### src/rtl/regfile_pkg.sv
// Shared types and constants for the register-file writeback path.
package regfile_pkg;

  localparam int XLEN = 64;
  localparam int AW = 5;
  localparam int NUM_REGS = 32;
  localparam logic [AW-1:0] REG_ZERO = 5'd0;

  typedef struct packed {
    logic [AW-1:0]   rd;
    logic [XLEN-1:0] data;
  } wb_entry_t;

endpackage

### src/rtl/wb_fifo.sv
// Generic register FIFO with occupancy count; exposes storage and per-slot
// valid bits so a parent can search pending entries.
module wb_fifo #(
  parameter int DEPTH = 4,
  parameter int W = 69,
  localparam int PW = $clog2(DEPTH),
  localparam int CW = PW + 1
) (
  input  logic                      clk,
  input  logic                      reset,
  input  logic                      push,
  input  logic                      pop,
  input  logic [W-1:0]              din,
  output logic [W-1:0]              dout,
  output logic [CW-1:0]             count,
  output logic [PW-1:0]             head,
  output logic [DEPTH-1:0][W-1:0]   entries,
  output logic [DEPTH-1:0]          valid
);

  logic [DEPTH-1:0][W-1:0] mem_r;
  logic [PW-1:0]           wr_ptr_r;
  logic [PW-1:0]           rd_ptr_r;
  logic [CW-1:0]           count_r;
  logic [DEPTH-1:0]        valid_r;
  logic                    do_push_s;
  logic                    do_pop_s;
  logic [DEPTH-1:0]        push_mask_s;
  logic [DEPTH-1:0]        pop_mask_s;

  // Full/empty come from the count, never from pointer equality.
  assign do_push_s = push && (count_r < CW'(DEPTH));
  assign do_pop_s  = pop && (count_r != '0);

  // One-hot slot masks for the valid-bit update.
  always_comb begin
    push_mask_s = '0;
    pop_mask_s  = '0;
    if (do_push_s) begin
      push_mask_s[wr_ptr_r] = 1'b1;
    end else begin
      push_mask_s = '0;
    end
    if (do_pop_s) begin
      pop_mask_s[rd_ptr_r] = 1'b1;
    end else begin
      pop_mask_s = '0;
    end
  end

  // Pointers, occupancy and valid bits; pointers wrap modulo DEPTH.
  always_ff @(posedge clk) begin
    if (reset) begin
      wr_ptr_r <= '0;
      rd_ptr_r <= '0;
      count_r  <= '0;
      valid_r  <= '0;
    end else begin
      if (do_push_s) wr_ptr_r <= wr_ptr_r + PW'(1);
      if (do_pop_s)  rd_ptr_r <= rd_ptr_r + PW'(1);
      count_r <= count_r + CW'(do_push_s) - CW'(do_pop_s);
      valid_r <= (valid_r & ~pop_mask_s) | push_mask_s;
    end
  end

  // Entry storage; slots are qualified by valid_r so no data reset is needed.
  always_ff @(posedge clk) begin
    if (do_push_s) mem_r[wr_ptr_r] <= din;
  end

  assign dout    = mem_r[rd_ptr_r];
  assign count   = count_r;
  assign head    = rd_ptr_r;
  assign entries = mem_r;
  assign valid   = valid_r;

endmodule

### src/rtl/regfile_write_buffer.sv
// Writeback buffer in front of the register file write port, with
// youngest-first forwarding of values not yet committed.
module regfile_write_buffer
  import regfile_pkg::*;
#(
  parameter int DEPTH = 4,
  parameter int XLEN = regfile_pkg::XLEN,
  parameter int AW = regfile_pkg::AW
) (
  input  logic                       clk,
  input  logic                       reset,
  input  logic                       in_valid,
  output logic                       in_ready,
  input  logic [AW-1:0]              in_rd,
  input  logic [XLEN-1:0]            in_data,
  input  logic [AW-1:0]              rs1,
  input  logic [AW-1:0]              rs2,
  output logic                       fwd1_hit,
  output logic [XLEN-1:0]            fwd1_data,
  output logic                       fwd2_hit,
  output logic [XLEN-1:0]            fwd2_data,
  output logic [AW-1:0]              rd,
  output logic                       Reg_Write,
  output logic [XLEN-1:0]            Write_Data,
  output logic [$clog2(DEPTH):0]     count
);

  localparam int PW = $clog2(DEPTH);
  localparam int CW = PW + 1;
  localparam int EW = AW + XLEN;

  logic [CW-1:0]            count_s;
  logic [PW-1:0]            head_s;
  logic [DEPTH-1:0][EW-1:0] entries_s;
  logic [DEPTH-1:0]         valid_s;
  logic [EW-1:0]            head_entry_s;
  logic                     accept_s;
  logic                     push_s;
  logic                     pop_s;

  // Walk oldest to youngest so the youngest match wins; output stage ranks lowest.
  function automatic logic [XLEN:0] fwd_lookup(
    input logic [AW-1:0]              rs,
    input logic [DEPTH-1:0][EW-1:0]   ents,
    input logic [DEPTH-1:0]           vld,
    input logic [PW-1:0]              head,
    input logic                       out_v,
    input logic [AW-1:0]              out_rd,
    input logic [XLEN-1:0]            out_data
  );
    logic [XLEN:0] res;
    logic [PW-1:0] idx;
    res = '0;
    if (rs != AW'(REG_ZERO)) begin
      if (out_v && (out_rd == rs)) res = {1'b1, out_data};
      for (int i = 0; i < DEPTH; i++) begin
        idx = head + PW'(i);
        if (vld[idx] && (ents[idx][EW-1 -: AW] == rs)) res = {1'b1, ents[idx][XLEN-1:0]};
      end
    end
    return res;
  endfunction

  assign in_ready = !reset && (count_s < CW'(DEPTH));
  assign accept_s = in_valid && in_ready;
  // x0 writes complete the handshake but never enter the buffer.
  assign push_s   = accept_s && (in_rd != AW'(REG_ZERO));
  assign pop_s    = (count_s != '0);

  wb_fifo #(
    .DEPTH (DEPTH),
    .W     (EW)
  ) u_fifo (
    .clk     (clk),
    .reset   (reset),
    .push    (push_s),
    .pop     (pop_s),
    .din     ({in_rd, in_data}),
    .dout    (head_entry_s),
    .count   (count_s),
    .head    (head_s),
    .entries (entries_s),
    .valid   (valid_s)
  );

  // Output stage: one head entry per cycle onto the register file port.
  always_ff @(posedge clk) begin
    if (reset) begin
      Reg_Write  <= 1'b0;
      rd         <= '0;
      Write_Data <= '0;
    end else if (pop_s) begin
      Reg_Write  <= 1'b1;
      rd         <= head_entry_s[EW-1 -: AW];
      Write_Data <= head_entry_s[XLEN-1:0];
    end else begin
      Reg_Write  <= 1'b0;
    end
  end

  assign {fwd1_hit, fwd1_data} = fwd_lookup(rs1, entries_s, valid_s, head_s, Reg_Write, rd, Write_Data);
  assign {fwd2_hit, fwd2_data} = fwd_lookup(rs2, entries_s, valid_s, head_s, Reg_Write, rd, Write_Data);
  assign count = count_s;

endmodule

### config.mk
export PLATFORM = sky130hd
export DESIGN_NAME = regfile_write_buffer
export DESIGN_NICKNAME = d
export VERILOG_FILES = /design/src/rtl/regfile_pkg.sv /design/src/rtl/wb_fifo.sv /design/src/rtl/regfile_write_buffer.sv
export SDC_FILE = /design/constraint.sdc
export NUM_CORES = 1
export LEC_CHECK = 0
export CORE_ASPECT_RATIO = 0.75
export CORE_MARGIN = 2
export CORE_UTILIZATION = 58
export CTS_CLUSTER_SIZE = 14
export DETAILED_ROUTE_END_ITERATION = 8
export PLACE_DENSITY = 0.83
export SLEW_MARGIN = 30
export SYNTH_ARGS = -nofsm -noshare
export SYNTH_HDL_FRONTEND = slang
export SYNTH_SLANG_ARGS = --single-unit
### constraint.sdc
create_clock -name clk -period 9.2 [get_ports clk]
set_input_delay 1.84 -clock clk [delete_from_list [all_inputs] [get_ports clk]]
set_output_delay 1.84 -clock clk [all_outputs]
set_load 0.03 [all_outputs]
-- After elaboration in Yosys (flattened, before gate mapping)
Index checks and enable logic that the tools add are counted.
- input port bits: 82
- bits in registers: 357
- logic and storage cells: 97
- reductions and logical operators: 21
- mux-type cells: 38
- add/sub/neg operators: 6
- magnitude comparators: 8
- bitwise operators: 3
- equal/unequal tests: 10
- operators with widths (cell ; count):
    $mux 65 ; 12
    $bmux 69 s2 ; 4
    $mux 69 ; 5
    $bwmux 276 ; 1
    $demux 69 s2 ; 1
    $eq 5x5->1 ; 10
    $logic_and 1x1->1 ; 16
    $lt 2x3->1 const B ; 5
    $reduce_bool 5->1 ; 3
    $bmux 1 s2 ; 4
    $mux 4 ; 2
    $mux 1 ; 7
    $add 2x1->2 const B ; 2
    $add 2x2->2 const B ; 2
    $and 4x4->4 ; 1
    $demux 1 s2 ; 2
    $ge 2x1->1 const B ; 2
    $not 4->4 ; 1
    $or 4x4->4 ; 1
    $add 3x1->3 ; 1
    $lt 3x3->1 const B ; 1
    $reduce_bool 3->1 ; 1
    $sub 3x1->3 ; 1
    $logic_not 1->1 ; 1

-- Longest topological paths before layout
Gate-level depths: netlist of run 1.
- word-level depth: 9
- depth in mapped cells: 21
- gate-level depth less buffers: 9

-- Hierarchy
A second synthesis of run 1 with hierarchy kept.
- cell total of the unflattened synthesis: 2615
- area, all modules: 26559.2 um^2
- by module, submodules not included (module ; cells each ; instances ; area an instance (um^2)):
    regfile_write_buffer ; 2188 ; 1 ; 15935.3
    wb_fifo ; 427 ; 1 ; 10623.9

-- Worst setup path before layout of run 1
OpenSTA, ideal clock, no wires.
- path kind: flip-flop to output port
- start point: register u_fifo.rd_ptr_r[0], in the netlist u_fifo.head[0]
- end point: output port fwd1_hit
- slack: 2.664 ns
- cell stages (with the launch flop): 20
- required time: 7.360 ns
- path buffers: 11
- arrival time: 4.696 ns
- cells stage by stage: dfxtp_1 -> buf_6 -> buf_6 -> buf_4 -> buf_4 -> buf_4 -> buf_2 -> buf_2 -> inv_1 -> ha_1 -> buf_2 -> buf_2 -> mux4_2 -> xnor2_1 -> nand2_1 -> nor3_1 -> buf_2 -> buf_1 -> nor4_1 -> a21boi_0
- cells in the longest elaborated chain, start to end: 9
- elaborated cells on any way between the ends: 32
- classes of those cells: add/sub: 3; eq/ne: 4; mux: 21; reduce/logical: 4
- ends and longest elaborated chain (what ; RTL line ; source):
    start, declared ; wb_fifo.sv:23 ; logic [PW-1:0] rd_ptr_r;
    start signal, assigned ; wb_fifo.sv:60 ; if (do_pop_s) rd_ptr_r <= rd_ptr_r + PW'(1);
    $add 2x1->2 or $bmux 69 s2 (tied branches) ; regfile_write_buffer.sv:57, regfile_write_buffer.sv:58 ;
    $bmux 69 s2 or $mux 69 (tied branches) ; -- ;
    $mux 69 or $eq 5x5->1 (tied branches) ; -- ;
    $eq 5x5->1 or $logic_and 1x1->1 (tied branches) ; regfile_write_buffer.sv:58 ; if (vld[idx] && (ents[idx][EW-1 -: AW] == rs)) res = {1'b1, ents[idx][XLEN-1:0]};
    $logic_and 1x1->1 or $mux 65 (tied branches) ; regfile_write_buffer.sv:58 ;
    $mux 65 (2 in series) ; regfile_write_buffer.sv:58 ;
    $mux 65 (*) ; regfile_write_buffer.sv:58 ;
    $mux 65 (*) ; regfile_write_buffer.sv:54 ; if (rs != AW'(REG_ZERO)) begin
    end, declared ; regfile_write_buffer.sv:18 ; output logic fwd1_hit,
Mark *: on every way between the ends. The rest lies on a longest branch, timed or not. The select of a mux whose other input is x is not followed.

-- Worst setup path in the final report of run 1
- start point: register u_fifo.rd_ptr_r[1], in the netlist u_fifo.head[1]
- end point: output port fwd2_data[3]
- cells in the longest elaborated chain, start to end: 9
- elaborated cells on any way between the ends: 32
- classes of those cells: add/sub: 3; eq/ne: 4; mux: 21; reduce/logical: 4
- ends and longest elaborated chain (what ; RTL line ; source):
    $add 2x1->2 or $bmux 69 s2 (tied branches) ; regfile_write_buffer.sv:57, regfile_write_buffer.sv:58 ;
    $bmux 69 s2 or $mux 69 (tied branches) ; regfile_write_buffer.sv:58 ;
    $mux 69 (implied by the code) or $eq 5x5->1 (tied branches) ; regfile_write_buffer.sv:58 ;
    $eq 5x5->1 or $logic_and 1x1->1 (tied branches) ; regfile_write_buffer.sv:58 ;
    $logic_and 1x1->1 or $mux 65 (tied branches) ; regfile_write_buffer.sv:58 ;
    $mux 65 (2 in series) ; regfile_write_buffer.sv:58 ;
    $mux 65 (*) ; regfile_write_buffer.sv:58 ;
    $mux 65 (*) ; regfile_write_buffer.sv:54 ;
    end, declared ; regfile_write_buffer.sv:21 ; output logic [XLEN-1:0] fwd2_data,
Marks and branches as above.

==> results by group, run 1 <==
Yosys
  – Async SR Flop Fraction: 0%
  – Cells after Synth: 2,419
  – Syn Area/Cell: 9.77 um2
  – Synthesized cell area: 23,600 um2
  – Ys Warns: 0
  – Post-synth cell types: 58
  – Syn nets: 2,512
  – Ys flop type: edfxtp_1
  – Seq cells post-synth: 357
  – Seq/Total Area, Yosys: 41.9%
  – Post-synth EDFFs: 276

Clocking
  – Clock-pin slew of the registers on the worst-case setup and hold paths: 0.06 ns
  – TritonCTS Buffers: 37
  – CTS sink count: 357
  – # hold bufs at CTS: 0
  – Clock Path Buffers: 3
  – Htree depth: 2
  – Worst skew pair latency: 0.56 ns
  – CTS tree: built
  – CTS root buf: clkbuf_16
  – CTS resizes: 0
  – Post-CTS setup buffer count: 0

Power
  – Power share of the clock group: 18.9%
  – Sw power: 3730 uW
  – Sequential share of power: 27.1%
  – Leakage: 0.00972 uW
  – PwrDens: 288 nW/um2
  – Switching Fraction: 46.4%
  – Peak VDD IR: 0.000324 V
  – Int Pwr: 4320 uW
  – Comb power frac: 54.0%

STA
  – Max-slew headroom: 28.6%
  – Setup Total Neg Slack: 0 ns
  – Final setup viols: 0
  – Final Skew: 0.0124 ns
  – RSZ-0062 raised after global routing: no
  – Final Hold Fails: 0
  – Max-slew violation count: 0
  – Setup ws final: 0.588 ns
  – Fmax: 0.116 GHz
  – Slew @ Worst Pin: 1.07 ns
  – Min cycle time layout: 8.61 ns
  – Final Cycle Share: 93.6%

Route
  – Vias: 21,800
  – Initial DRC count: 3,009
  – DRT Pass-1 Iters: 8
  – Remaining DRCs: 0
  – Met2 wire length: 36,500 um
  – M1 WL: 30,100 um
  – Routed vias/inst: 6.99
  – Metal3 WL: 10,200 um
  – Top Metal Used: met5
  – Post-route ant nets: 0
  – Avg WL per Cell: 26.0 um
  – Routed wire length: 81,000 um

Setup path
  – Worst setup SP type: flop
  – Setup crit end kind: primary output
  – WP data required: 7.36 ns
  – Crit-path max FO: 57
  – R2r setup slk: 6.17 ns
  – Arr. time, crit path: 6.77 ns
  – CP Buf/Inv Count: 5
  – Crit-path max cell delay: 0.92 ns
  – CP max stage cell: dfxtp_4
  – Cell Chain, Critical Path: inv_4 -> ha_4 -> inv_4 -> mux2i_1 -> and2_1 -> o211a_4 -> buf_4 -> or3_1 -> buf_4 -> o211ai_1 -> a211oi_1 -> clkdlybuf4s50_1
  – WS Path Type: reg -> out
  – Cell family with most CP delay: buffers and inverters

Floorplan
  – Starting density of the core: 59.3%
  – Top Ports: 286
  – Core footprint: 39,800 um2
  – Site Rows: 63
  – Chip height: 179 um
  – Die Wd: 237 um
  – Die area: 42,400 um2

Final layout
  – Fraction of layout cells with a size suffix above 1: 10.6%
  – Nets: 2,653
  – Filler Cells Inserted: 2,890
  – Area growth from synthesis to layout: 18.3%
  – Commonest non-fill, non-tap cells in the layout: 488 x nand2_1, 284 x clkdlybuf4s50_1, 276 x edfxtp_1, 264 x mux2i_1, 218 x a21oi_1
  – Commonest non-fill, non-tap cell in the layout: nand2_1

Global routing
  – Antenna violations before repair: 4
  – Vias in the first global route: 21,500
  – First-pass GRT wire length: 122,000 um
  – Final global-route overflow total: 0
  – Global Route Usage Sum: 37.3%
  – Pin count of the biggest net entering global routing: 171

Place
  – # port buffers: 285
  – Final GP Congestion: 0.892
  – DP Worst Slack: 1.14 ns
  – Hpwl dp: 48,900 um

Status
  – Status: completed

Worst hold path
  – Worst hold path type: reg -> reg

Run
  – Max-Cap Viols: 0
cells by family (layout without fill, tap and decap cells):
| family | count (synthesis) | in the layout | share of synthesized area [%] |
|---|---|---|---|
| other | 0 | 4 | 0 |
| AO/OA/AOI/OAI | 594 | 594 | 17.7 |
| multiplexers | 379 | 379 | 18.8 |
| flip-flops | 357 | 357 | 41.9 |
| buffers and inverters | 239 | 409 | 4.70 |
| adder cells (fa/ha/maj) | 11 | 11 | 0.614 |
| XOR/XNOR | 57 | 57 | 2.11 |
| AND/OR/NAND/NOR | 782 | 782 | 14.2 |
sequential cells by signal, summed over array words and instances, names as in the netlist:
signal and flops:
Reg_Write 1, Write_Data 64, rd 5, u_fifo.count 3, u_fifo.entries 276, u_fifo.head 2, u_fifo.valid 4, u_fifo.wr_ptr_r 2
tightest hold or removal path, delay by kind of cell, from the launching register on:
family / cells / cell delay, ns
and+or+nand+nor: 1 / 0.06
DFF: 1 / 0.32
AOI/OAI and AO/OA: 1 / 0.05
synth_stat cells, types with 3 or more instances:
library cell	count	area [um2]
a211o_1	28	245
a211oi_1	21	158
a211oi_2	22	275
a21o_1	6	45.0
a21oi_1	218	1090
a221o_1	73	731
a221oi_1	27	236
and2_1	79	494
and3_1	21	131
buf_1	28	105
buf_2	57	285
buf_4	9	67.6
buf_6	7	78.8
buf_8	5	75.1
clkbuf_1	123	462
dfxtp_1	81	1620
edfxtp_1	276	8290
ha_1	10	125
inv_1	7	26.3
mux2_2	70	788
mux2i_1	264	2640
mux4_2	44	991
nand2_1	489	1840
nand3_1	29	145
nor2_1	105	394
nor2b_1	6	37.5
nor3_1	30	150
nor3_2	3	30.0
nor4_1	6	37.5
o211ai_1	55	413
o21ai_0	78	390
o221ai_1	48	420
o2bb2ai_1	6	52.6
or2_2	4	25.0
xnor2_1	37	324
xor2_1	20	175
final timing paths:
check | startpoint | endpoint | cells after the start
hold / removal | Write_Data[56]$_SDFFE_PP0N_ | Write_Data[56]$_SDFFE_PP0N_ | 2
setup / recovery | u_fifo.head[1]$_SDFFE_PP0N_ | fwd2_data[3] | 12
hold reg to reg | Write_Data[56]$_SDFFE_PP0N_ | Write_Data[56]$_SDFFE_PP0N_ | 2
setup reg to reg | u_fifo.head[1]$_SDFFE_PP0N_ | u_fifo.head[1]$_SDFFE_PP0N_ | 5
routing by layer:
metal	track usage, %	vias to the layer above
met5	0	-
li1	-	9295
met1	47.9	10400
met2	59.7	1704
met3	8.02	363
met4	19.9	4
final cells by class:
cell class | count | area, um2 | share of cell area (%)
timing repair buffer | 331 | 3400 | 12.2
inverter | 10 | 43.8 | 0.157
sequential | 357 | 9920 | 35.5
antenna | 4 | 10.0 | 0.0358
multi-input combinational | 1823 | 12700 | 45.6
clock inverter | 14 | 124 | 0.443
tap | 520 | 651 | 2.33
clock buffer | 54 | 1070 | 3.84
power groups by stage:
stage | logic [uW] | clock network, uW | registers [uW]
after floorplan | 2730 | 0 | 2380
after global placement | 4030 | 0 | 2180
after global routing | 4610 | 1590 | 2200
final | 4350 | 1520 | 2180
after CTS | 4240 | 1530 | 2170
after detailed placement | 4210 | 0 | 2200
through the flow:
step                instance area (um2)  total power, uW  utilization (%)  std cells  hold WS [ns]
finish                            28000             8050             70.2       3113         0.477
global route                      27900             8400             70.2       3110         0.504
CTS                               27900             7930             70.0       3107         0.476
detailed placement                26700             6410             67.0       3039         0.468
global placement                  26500             6210             66.6       3032         0.464
floorplan                         23600             5100                -       2419         0.471
Note: power is estimated with default switching activity, not from simulation.
==> inputs of run 2 (changes only) <==
- ABC_CLOCK_PERIOD_IN_PS: not set -> 9200
==> results of run 2 <==
Final layout, timing and power as in run 1 (identical DEF).
